[config.mk]
export PLATFORM = sky130hd
export DESIGN_NAME = cpu_ifetch
export DESIGN_NICKNAME = d
export VERILOG_FILES = /design/src/rtl/cpu_ifetch.sv
export SDC_FILE = /design/constraint.sdc
export NUM_CORES = 1
export LEC_CHECK = 0
export CORE_ASPECT_RATIO = 1.75
export CORE_MARGIN = 3
export CORE_UTILIZATION = 45
export DETAILED_ROUTE_END_ITERATION = 10
export PLACE_DENSITY = 0.81
export SLEW_MARGIN = 0
export SYNTH_ARGS = -nofsm -noshare
export SYNTH_HDL_FRONTEND = slang
export SYNTH_SLANG_ARGS = --single-unit
[constraint.sdc]
create_clock -name clk -period 2.4 [get_ports clk]
set_input_delay 0.48 -clock clk [delete_from_list [all_inputs] [get_ports clk]]
set_output_delay 0.48 -clock clk [all_outputs]
set_load 0.02 [all_outputs]
[src/rtl/cpu_ifetch.sv]
// Instruction fetch reader: latches the PC, reads instruction memory with a
// req/ack handshake and holds one fetched word for the decoder.
module cpu_ifetch #(
  parameter int WAIT_W = 16
) (
  input  logic              clk,
  input  logic              reset,
  input  logic [31:0]       PC,
  output logic              PCWrite,
  input  logic              flush,
  output logic              imem_req,
  output logic [31:0]       imem_addr,
  input  logic              imem_ack,
  input  logic [31:0]       imem_rdata,
  output logic              inst_valid,
  input  logic              inst_ready,
  output logic [31:0]       inst,
  output logic [31:0]       inst_pc,
  output logic              inst_kernel,
  output logic              inst_fault,
  output logic [WAIT_W-1:0] wait_cycles
);

  typedef enum logic [1:0] {
    RESTART = 2'd0,
    FETCH   = 2'd1,
    FULL    = 2'd2
  } state_e;

  state_e            r_state;
  logic [31:0]       r_fetch_addr;
  logic              r_discard;
  logic [31:0]       r_inst;
  logic [31:0]       r_inst_pc;
  logic              r_inst_fault;
  logic              r_inst_valid;
  logic [WAIT_W-1:0] r_wait;

  logic w_fetch;
  logic w_drop;

  assign w_fetch = (r_state == FETCH);
  // A flush on the ack cycle means the word belongs to the abandoned path.
  assign w_drop  = r_discard | flush;

  assign PCWrite     = w_fetch & imem_ack & ~r_discard & ~flush;
  // Request is a pure decode of state so reset withdraws it asynchronously.
  assign imem_req    = w_fetch;
  assign imem_addr   = {1'b0, r_fetch_addr[30:2], 2'b00};
  assign inst_valid  = r_inst_valid;
  assign inst        = r_inst;
  assign inst_pc     = r_inst_pc;
  assign inst_kernel = r_inst_pc[31];
  assign inst_fault  = r_inst_fault;
  assign wait_cycles = r_wait;

  always_ff @(posedge clk or negedge reset) begin
    if (!reset) begin
      r_state      <= RESTART;
      r_fetch_addr <= '0;
      r_discard    <= 1'b0;
      r_inst       <= '0;
      r_inst_pc    <= '0;
      r_inst_fault <= 1'b0;
      r_inst_valid <= 1'b0;
      r_wait       <= '0;
    end else begin
      case (r_state)
        RESTART: begin
          r_fetch_addr <= PC;
          if (|PC[1:0]) begin
            // Misaligned PC: hand the decoder a fault token without touching memory.
            r_inst       <= '0;
            r_inst_pc    <= PC;
            r_inst_fault <= 1'b1;
            r_inst_valid <= 1'b1;
            r_state      <= FULL;
          end else begin
            r_state <= FETCH;
          end
        end
        FETCH: begin
          if (imem_ack) begin
            if (w_drop) begin
              r_discard <= 1'b0;
              r_state   <= RESTART;
            end else begin
              r_inst       <= imem_rdata;
              r_inst_pc    <= r_fetch_addr;
              r_inst_fault <= 1'b0;
              r_inst_valid <= 1'b1;
              r_state      <= FULL;
            end
          end else begin
            if (r_wait != '1) r_wait <= r_wait + WAIT_W'(1);
            if (flush) r_discard <= 1'b1;
          end
        end
        FULL: begin
          if (inst_ready | flush) begin
            r_inst_valid <= 1'b0;
            r_state      <= RESTART;
          end
        end
        default: r_state <= RESTART;
      endcase
    end
  end

endmodule

==> reports/metrics.cfg, run 1 <==
[power_and_ir_drop]
power_mw=9.39
p_seq_share_pct=33.0
switching_share_pct=34.3
p_leak_nw=3.42
combPwrFrac_pct=40.4
powerDensity_nw_per_um2=1260
pwr-share-clk_pct=26.5
intPower_mw=6.17
irDropWorstVdd_mv=0.773
switchingPower_mw=3.22

[critical_path]
critical_path_class=register to output port
cp-end-kind=output port
cp-start-kind=register
worstPathRequired_ns=1.92
critical_path.max_fanout=9
cp_data_arrival_time_ns=1.78

[global_route]
grt_pass1_vias=4018
grt_usage_pct=20.7
grt_pass1_wl_um=20600
overflow=0
grt_max_degree=52
antenna_found_initial=0

[floorplan]
die_area_um2=12700
start_util_pct=46.7
io_pins=186
core_um2=10900
die_h_um=147
row_count=50
fp.dieW_um=86.4

[clocking]
cts_tree=yes
holdBufCountCts=0
clockBufferDepth=2
clock_sinks=117
cts_setup_buffers=0
cts.htree.levels=4
clk_pin_slew_ns=0.05
cts_resized=0
ctsRootBufferMaster=clkbuf_16
clock_latency_ns=0.39
cts_buffers=17

[sta]
setup_tns_ns=0
setup_viol=0
relSlewSlack_pct=66.3
finalWorstSetupSlack_ns=0.139
fin_crit_sh_pct=94.2
post-route-min-period_ns=2.26
rsz0062_at_grt=no
slew_violations=0
clock_skew_ns=0.00792
worstMarginPinSlew_ns=0.506
fmax_mhz=442
hold_viol=0

[yosys]
syn_avg_cell_area_um2=12.4
netlist.area_leader.share_pct=57.6
synth_seq_cells=117
yosysTopAreaCell=dfrtp_1
netlist_instances=410
synth_seq_area_share_pct=57.6
syn_area_um2=5090
ys_types=40
ys_warn_count=0
synth_area_leaders=dfrtp_1, mux2_2, mux2i_1, a22o_1, buf_4

[placed_design]
dp_slack_ns=0.00135
dpl.cell_count=683
place_hpwl_um=9170
port_buffers=182
place_congestion=0.788

[finish]
area_growth_pct=46.1
diodes=0
layout-drive-gt1-share_pct=14.7
nFillCells=794
fin_nets=642
final_cells=714

[route]
ant_nets=0
drt_first_pass_iters=4
wl_um=12600
vias=3750
viasPerCell=5.25
drtIter0Drc=131
drc=0
routedWlPerCell_um=17.6

[min_path]
hold_path_class=input pin to asynchronous set/reset pin

[flow_run]
maxCapViolations=0

[outcome]
status=finished, final reports clean

[state kept, by name (all words and copies together) (netlist names)]
signal / flops
r_discard: 1
r_fetch_addr: 32
inst_valid: 1
wait_cycles: 16
r_state: 2
inst_pc: 32
inst: 32
inst_fault: 1
[worst paths after layout]
kind / depth (start not counted) / slack (ns) / startpoint / end
setup / recovery: 3 / 0.14 / r_state[0]$_DFFE_PN0P_ / imem_req
hold / removal: 1 / 0.05 / reset / inst_pc[6]$_DFFE_PN0P_
setup reg to reg: 5 / 0.40 / r_state[0]$_DFFE_PN0P_ / wait_cycles[12]$_DFFE_PN0P_
hold reg to reg: 2 / 0.48 / inst_pc[12]$_DFFE_PN0P_ / inst_pc[12]$_DFFE_PN0P_
max in group asynchronous: 2 / 1.55 / reset / r_fetch_addr[31]$_DFFE_PN0P_
min in group clk: 2 / 0.48 / inst_pc[12]$_DFFE_PN0P_ / inst_pc[12]$_DFFE_PN0P_
[cell usage in the layout, fill, tap and decap left out, drive strengths merged, types with 2 or more instances in the layout]
cell	instances
nor3	2
clkdlybuf4s50	180
buf	16
nand2	38
a22o	32
nand4	5
conb	3
and2	2
inv	3
a211oi	2
nor4b	3
mux2	34
clkinv	4
a21oi	6
mux2i	32
o21ai	35
xnor2	2
clkbuf	22
nand3	4
bufinv	3
clkinvlp	2
xor2	12
nor4	2
and3	3
nand2b	2
nor2	8
dfrtp	117
[Yosys cell counts, drive strengths merged]
cell type / count
or3: 1
nor3b: 1
and4bb: 1
inv: 3
nor2: 8
a21oi: 6
mux2: 34
buf: 50
xnor2: 2
and3: 3
o21ai: 35
mux2i: 32
and2: 2
nand3b: 1
xor2: 12
nand4: 5
ha: 1
a211o: 1
nor4: 2
o41ai: 1
conb: 1
nand3: 4
clkbuf: 5
nand2b: 2
nor4b: 3
a2111oi: 1
nor3: 2
nand2: 38
dfrtp: 117
or3b: 1
a211oi: 2
or4: 1
a22o: 32
[per-stage QoR]
step	utilization [%]	instance area, um2	hold slack [ns]
global placement	62.9	6850	0.464
finish	68.3	7430	0.0539
global route	68.3	7430	0.0810
detailed placement	62.9	6850	0.466
CTS	68.3	7430	0.0616
floorplan	-	5090	0.184
[metal layers]
metal	wire length (um)	global-route usage (%)
met1	4630	23.1
met4	392	8.89
met3	787	5.76
met5	0	0
met2	6760	36.0
[power groups by stage]
| stage | Sequential, mW | Clock, mW | Combinational [mW] |
|---|---|---|---|
| 2_1_floorplan | 3.47 | 0 | 2.02 |
| 3_3_place_gp | 3.09 | 0 | 3.77 |
| 3_5_place_dp | 3.13 | 0 | 3.84 |
| 4_1_cts | 3.11 | 2.54 | 3.85 |
| 5_1_grt | 3.20 | 2.65 | 4.05 |
| 6_report | 3.10 | 2.49 | 3.80 |
[worst max-delay path, cell delays in order (launching register included)]
cell and delay, ns:
dfrtp_1 0.53, nand2b_2 0.12, inv_1 0.12, clkdlybuf4s50_1 0.62
[kinds of logic after synthesis]
family / Yosys count / synth area share, %
flops: 117 / 57.6
simple gates: 75 / 7.58
buf+inv: 58 / 7.72
mux: 66 / 13.8
xor+xnor: 14 / 2.41
fa+ha+maj: 1 / 0.246
compound gates: 78 / 10.6
other cells: 1 / 0.0737
[cell type report]
class,count,area (um2),area share [%]
clock buffers,22,454,6.11
multi-input cells,237,1790,24.0
well taps,130,163,2.19
inverters,3,11.3,0.152
flip-flops and latches,117,2930,39.4
repair buffers,196,1960,26.4
clock inverters,9,129,1.73
(Power assumes the default switching activity.)
==> inputs of run 2 (changes only) <==
- CAP_MARGIN: default -> 20
- CELL_PAD_IN_SITES_DETAIL_PLACEMENT: default -> 2
- CELL_PAD_IN_SITES_GLOBAL_PLACEMENT: default -> 2
- CORE_UTILIZATION: 45 -> 28
- HOLD_SLACK_MARGIN: default -> 0.06
- PLACE_DENSITY: 0.81 -> default
- PLACE_DENSITY_LB_ADDON: default -> 0.1
==> run 2 against run 1 <==
  * Register-to-register slack better by 0.06 ns
  * Flip-flop and latch count did not move
  * First-iteration DRC count down 41%
  * Clock skew up 0.0016 ns
  * Non-clock buffer count up 1
  * Wire length up 24%
  * Sequential power barely moved
  * Critical path type unchanged
  * Largest power group unchanged
==> reports/metrics.cfg, run 2 (synthesis gave the netlist of run 1 again) <==
[finish]
area_growth_pct=48.8
mostFrequentLayoutCells=clkdlybuf4s50_1, dfrtp_1, nand2_1
fin_nets=643
layout-drive-gt1-share_pct=15.2
final_common_cell=clkdlybuf4s50_1

[sta]
rsz0062_at_grt=no
slew_violations=0
setup_tns_ns=0
hold_viol=0
fmax_mhz=452
clock_skew_ns=0.00956
setup_viol=0
post-route-min-period_ns=2.21
fin_crit_sh_pct=92.2

[critical_path]
critPathBufInv=2
cp-end-kind=output port
r2r_start=r_state[0]$_DFFE_PN0P_
cp_slowest_stage_delay_ns=0.49
cp_data_arrival_time_ns=1.73
critical_path_class=register to output port
crit_chain=nand2b_2 > buf_6 > nor2_2 > buf_4
cp_slowest_cell=dfrtp_1
worstPathRequired_ns=1.92
critPathLaunch=r_state[1]$_DFFE_PN0P_
cp-start-kind=register
crit_family=buffers and inverters
critical_path.max_fanout=24

[global_route]
antenna_found_initial=1
grt_usage_pct=16.3
grt_pass1_vias=4350
grt_max_degree=52
grt_pass1_wl_um=24900
overflow=0

[route]
routedWlPerCell_um=19.0
vias=3819
viasPerCell=4.67
drtIter0Drc=77
drt_first_pass_iters=4
drc=0
ant_nets=0
wl_um=15500

[power_and_ir_drop]
power_mw=9.38
p_leak_nw=3.43
powerDensity_nw_per_um2=1240
irDropWorstVdd_mv=0.565

[clocking]
cts_tree=yes
clk_pin_slew_ns=0.05
cts_buffers=17
clock_sinks=117
ctsRootBufferMaster=clkbuf_16
clock_latency_ns=0.41
clockBufferDepth=2
cts.htree.levels=4

[placed_design]
port_buffers=182
place_hpwl_um=11300
place_congestion=0.730

[floorplan]
start_util_pct=28.7
die_area_um2=19900
fp.dieW_um=108
row_count=64
core_um2=17700
io_pins=186
die_h_um=184

[outcome]
status=finished, final reports clean

[flow_run]
maxCapViolations=0

[min_path]
hold_path.startpoint=inst_pc[10]$_DFFE_PN0P_
hold_path_class=register to register

==> run 2: tightest hold or removal path, delay by kind of cell, from the launching register on <==
family / cells / cell delay, ns
simple gates: 1 / 0.05
flops: 1 / 0.34
compound gates: 1 / 0.06
==> run 2: area by class of cell <==
| class | instances | area (um2) |
|---|---|---|
| multi-input cells | 237 | 1790 |
| diodes | 1 | 2.50 |
| well taps | 231 | 289 |
| flip-flops and latches | 117 | 2930 |
| clock inverters | 13 | 134 |
| inverters | 3 | 11.3 |
| clock buffers | 19 | 433 |
| fillers | 1835 | 10100 |
| repair buffers | 197 | 1980 |
==> run 2: routing by layer <==
metal / up-vias / part of all wire, % / track usage [%]
met1: 1944 / 36 / 16.8
li1: 1747 / - / -
met3: 14 / 5.3 / 4.70
met4: 0 / 1.8 / 6.32
met5: - / 0 / 0
met2: 114 / 57 / 30.6
==> run 2: through the flow <==
stage / hold slack, ns / instances / util (%) / setup slack, ns / area [um2]
after floorplan: 0.184 / 412 / - / 0.538 / 5090
after global placement: 0.453 / 784 / 39.5 / 0.0761 / 6990
after detailed placement: 0.458 / 784 / 39.5 / 0.0466 / 6990
after CTS: 0.487 / 817 / 42.7 / 0.0227 / 7560
after global routing: 0.506 / 818 / 42.8 / 0.0836 / 7570
final: 0.482 / 818 / 42.8 / 0.187 / 7570
==> run 2: power breakdown <==
part,switching [mW],internal (mW)
Combinational,1.96,1.86
Clock,0.915,1.52
Sequential,0.486,2.64
==> run 2: repair_timing <==
action,4_1_cts,5_1_grt
buffers inserted,0,0
gates resized for setup,1,1
endpoints found under the hold margin,28,0
hold buffers,1,0
setup endpoints to repair,1,1
pin swaps,0,0
==> run 2: path summary, 6_finish.rpt <==
| path | endpoint | slack, ns | cells after the start |
|---|---|---|---|
| min reg2reg | inst_pc[10]$_DFFE_PN0P_ | 0.48 | 2 |
| max in group asynchronous | inst[5]$_DFFE_PN0P_ | 1.21 | 3 |
| min | inst_pc[10]$_DFFE_PN0P_ | 0.48 | 2 |
| max | PCWrite | 0.19 | 4 |
| max reg2reg | wait_cycles[11]$_DFFE_PN0P_ | 0.46 | 6 |
| min in group asynchronous | inst[23]$_DFFE_PN0P_ | 0.55 | 2 |
==> inputs of run 3 (changes only) <==
- CAP_MARGIN: 20 -> default
- CORE_UTILIZATION: 28 -> 29
- CTS_BUF_LIST: default -> sky130_fd_sc_hd__clkbuf_4 sky130_fd_sc_hd__clkbuf_8
- HOLD_SLACK_MARGIN: 0.06 -> default
==> run 3 against run 2 <==
  * Global-route usage is 0.75 points higher
  * Wire length is 1.4% higher
  * Largest cell class unchanged
  * Cell count is 0.73% lower
  * Total power is 4.8% lower
  * Combinational power hardly changed
  * Sequential power hardly changed
  * Die area is 3.3% lower
  * Critical path type unchanged
  * Core utilization is 0.56 points higher
  * Via count is 0.97% lower
  * Maximum frequency is 0.47% lower
  * Clock skew hardly changed
  * Worst hold slack better by 0.0052 ns
==> reports/metrics.cfg, run 3 (synthesis gave the netlist of run 1 again) <==
[floorplan]
fp.dieW_um=106
die_area_um2=19200
io_pins=186
die_h_um=181
row_count=63
start_util_pct=29.7
core_um2=17100

[critical_path]
worstPathRequired_ns=1.92
cp_num_cells=4
crit_chain=nand2b_2 > buf_6 > nor2_2 > buf_4
rr_endpoint=wait_cycles[14]$_DFFE_PN0P_
reg2regPathDepth=5
critical_path.max_fanout=21
cp_slowest_cell=dfrtp_1
critical_path_class=register to output port
crit_end=PCWrite
cp-end-kind=output port
reg2reg_setup_slack_ns=0.47
critPathLaunch=r_state[1]$_DFFE_PN0P_
cp_data_arrival_time_ns=1.74
critPathBufInv=2
crit_family=flip-flops
cp_slowest_stage_delay_ns=0.47
cp-start-kind=register
r2r_start=r_state[1]$_DFFE_PN0P_

[finish]
layout-drive-gt1-share_pct=15.4
multi_input_area_um2=1790
regArea_um2=2930
area_growth_pct=45.7
mostFrequentLayoutCells=clkdlybuf4s50_1, dfrtp_1, nand2_1
nFillCells=1803
final_cells=812
diodes=0
fin_nets=643
final_common_cell=clkdlybuf4s50_1

[clocking]
ctsRootBufferMaster=clkbuf_8
clock_sinks=117
cts_setup_buffers=0
clock_latency_ns=0.43
cts_tree=yes
cts_buffers=17
clk_pin_slew_ns=0.07
clockBufferDepth=2
cts.htree.levels=4

[route]
drt_first_pass_iters=3
routedWlPerCell_um=19.4
drc=0
drtIter0Drc=67
wl_um=15800
viasPerCell=4.66
ant_nets=0
vias=3782

[sta]
relSlewSlack_pct=65.8
fin_crit_sh_pct=92.7
clock_skew_ns=0.00944
setup_tns_ns=0
post-route-min-period_ns=2.22
worstMarginPinSlew_ns=0.513
rsz0062_at_grt=no
hold_viol=0
fmax_mhz=450
finalWorstSetupSlack_ns=0.176
setup_viol=0
slew_violations=0

[global_route]
overflow=0
antenna_found_initial=0
grt_usage_pct=17.1
grt_pass1_vias=4358
grt_pass1_wl_um=25300
use_met2_pct=32.1
use_met3_pct=4.86
grtUsageMet1_pct=18.2
busiest_layer=met2
grt_max_degree=54

[power_and_ir_drop]
irDropWorstVdd_mv=0.535
power_mw=8.93
p_leak_nw=3.36
powerDensity_nw_per_um2=1210

[placed_design]
dp_slack_ns=0.0386
port_buffers=182
place_hpwl_um=11400
dpl.cell_count=780
place_congestion=0.751

[min_path]
hold_path_class=register to register

[outcome]
status=finished, final reports clean

[flow_run]
maxCapViolations=0

## run 3: layout make-up
type | instances | share of cell area [%]
flip-flops and latches | 117 | 39.5
repair buffers | 197 | 26.6
multi-input cells | 237 | 24.1
well taps | 227 | 3.83
clock buffers | 18 | 3.34
clock inverters | 13 | 2.45
inverters | 3 | 0.152
## run 3: worst min-delay path by stage
stage                     cells after the start  slack [ns]                     from                       to
after CTS                                     2        0.50   inst_pc[0]$_DFFE_PN0P_   inst_pc[0]$_DFFE_PN0P_
after floorplan                               0        0.18                    reset      inst[0]$_DFFE_PN0P_
after global routing                          1        0.52      inst[2]$_DFFE_PN0P_      inst[2]$_DFFE_PN0P_
after global placement                        2        0.46  inst_pc[12]$_DFFE_PN0P_  inst_pc[12]$_DFFE_PN0P_
final                                         2        0.49   inst_pc[1]$_DFFE_PN0P_   inst_pc[1]$_DFFE_PN0P_
after detailed placement                      2        0.48   inst_fault$_DFFE_PN0P_   inst_fault$_DFFE_PN0P_
## run 3: what timing repair did
action,4_1_cts,5_1_grt
gates resized for setup,1,1
endpoints found under the hold margin,6,0
hold buffers,1,0
setup endpoints to repair,1,1
## run 3: routing by layer
layer  part of all wire, %  up-vias
li1                      -     1741
met1                    36     1919
met2                    58      109
met3                   4.3       13
met4                   1.3        0
met5                     0        -
## run 3: worst reg2reg max path, delay by kind of cell (launching register included)
| kind | cells | cell delay [ns] |
|---|---|---|
| AO/OA/AOI/OAI | 1 | 0.27 |
| XOR/XNOR | 1 | 0.17 |
| buffers and inverters | 1 | 0.24 |
| flip-flops | 1 | 0.47 |
| AND/OR/NAND/NOR | 2 | 0.71 |
## run 3: metrics by stage
stage / instance area (um2) / util [%] / hold WS (ns)
4_1_cts: 7410 / 43.3 / 0.495
6_report: 7410 / 43.3 / 0.487
5_1_grt: 7410 / 43.3 / 0.524
3_3_place_gp: 6970 / 40.7 / 0.462
2_1_floorplan: 5090 / - / 0.184
3_5_place_dp: 6970 / 40.7 / 0.478
## run 3: where the power goes
part	switching [mW]	internal, mW	leakage, nW
clock network	0.845	1.15	0.215
logic	1.96	1.85	1.67
registers	0.490	2.64	1.48
total	3.30	5.63	3.36
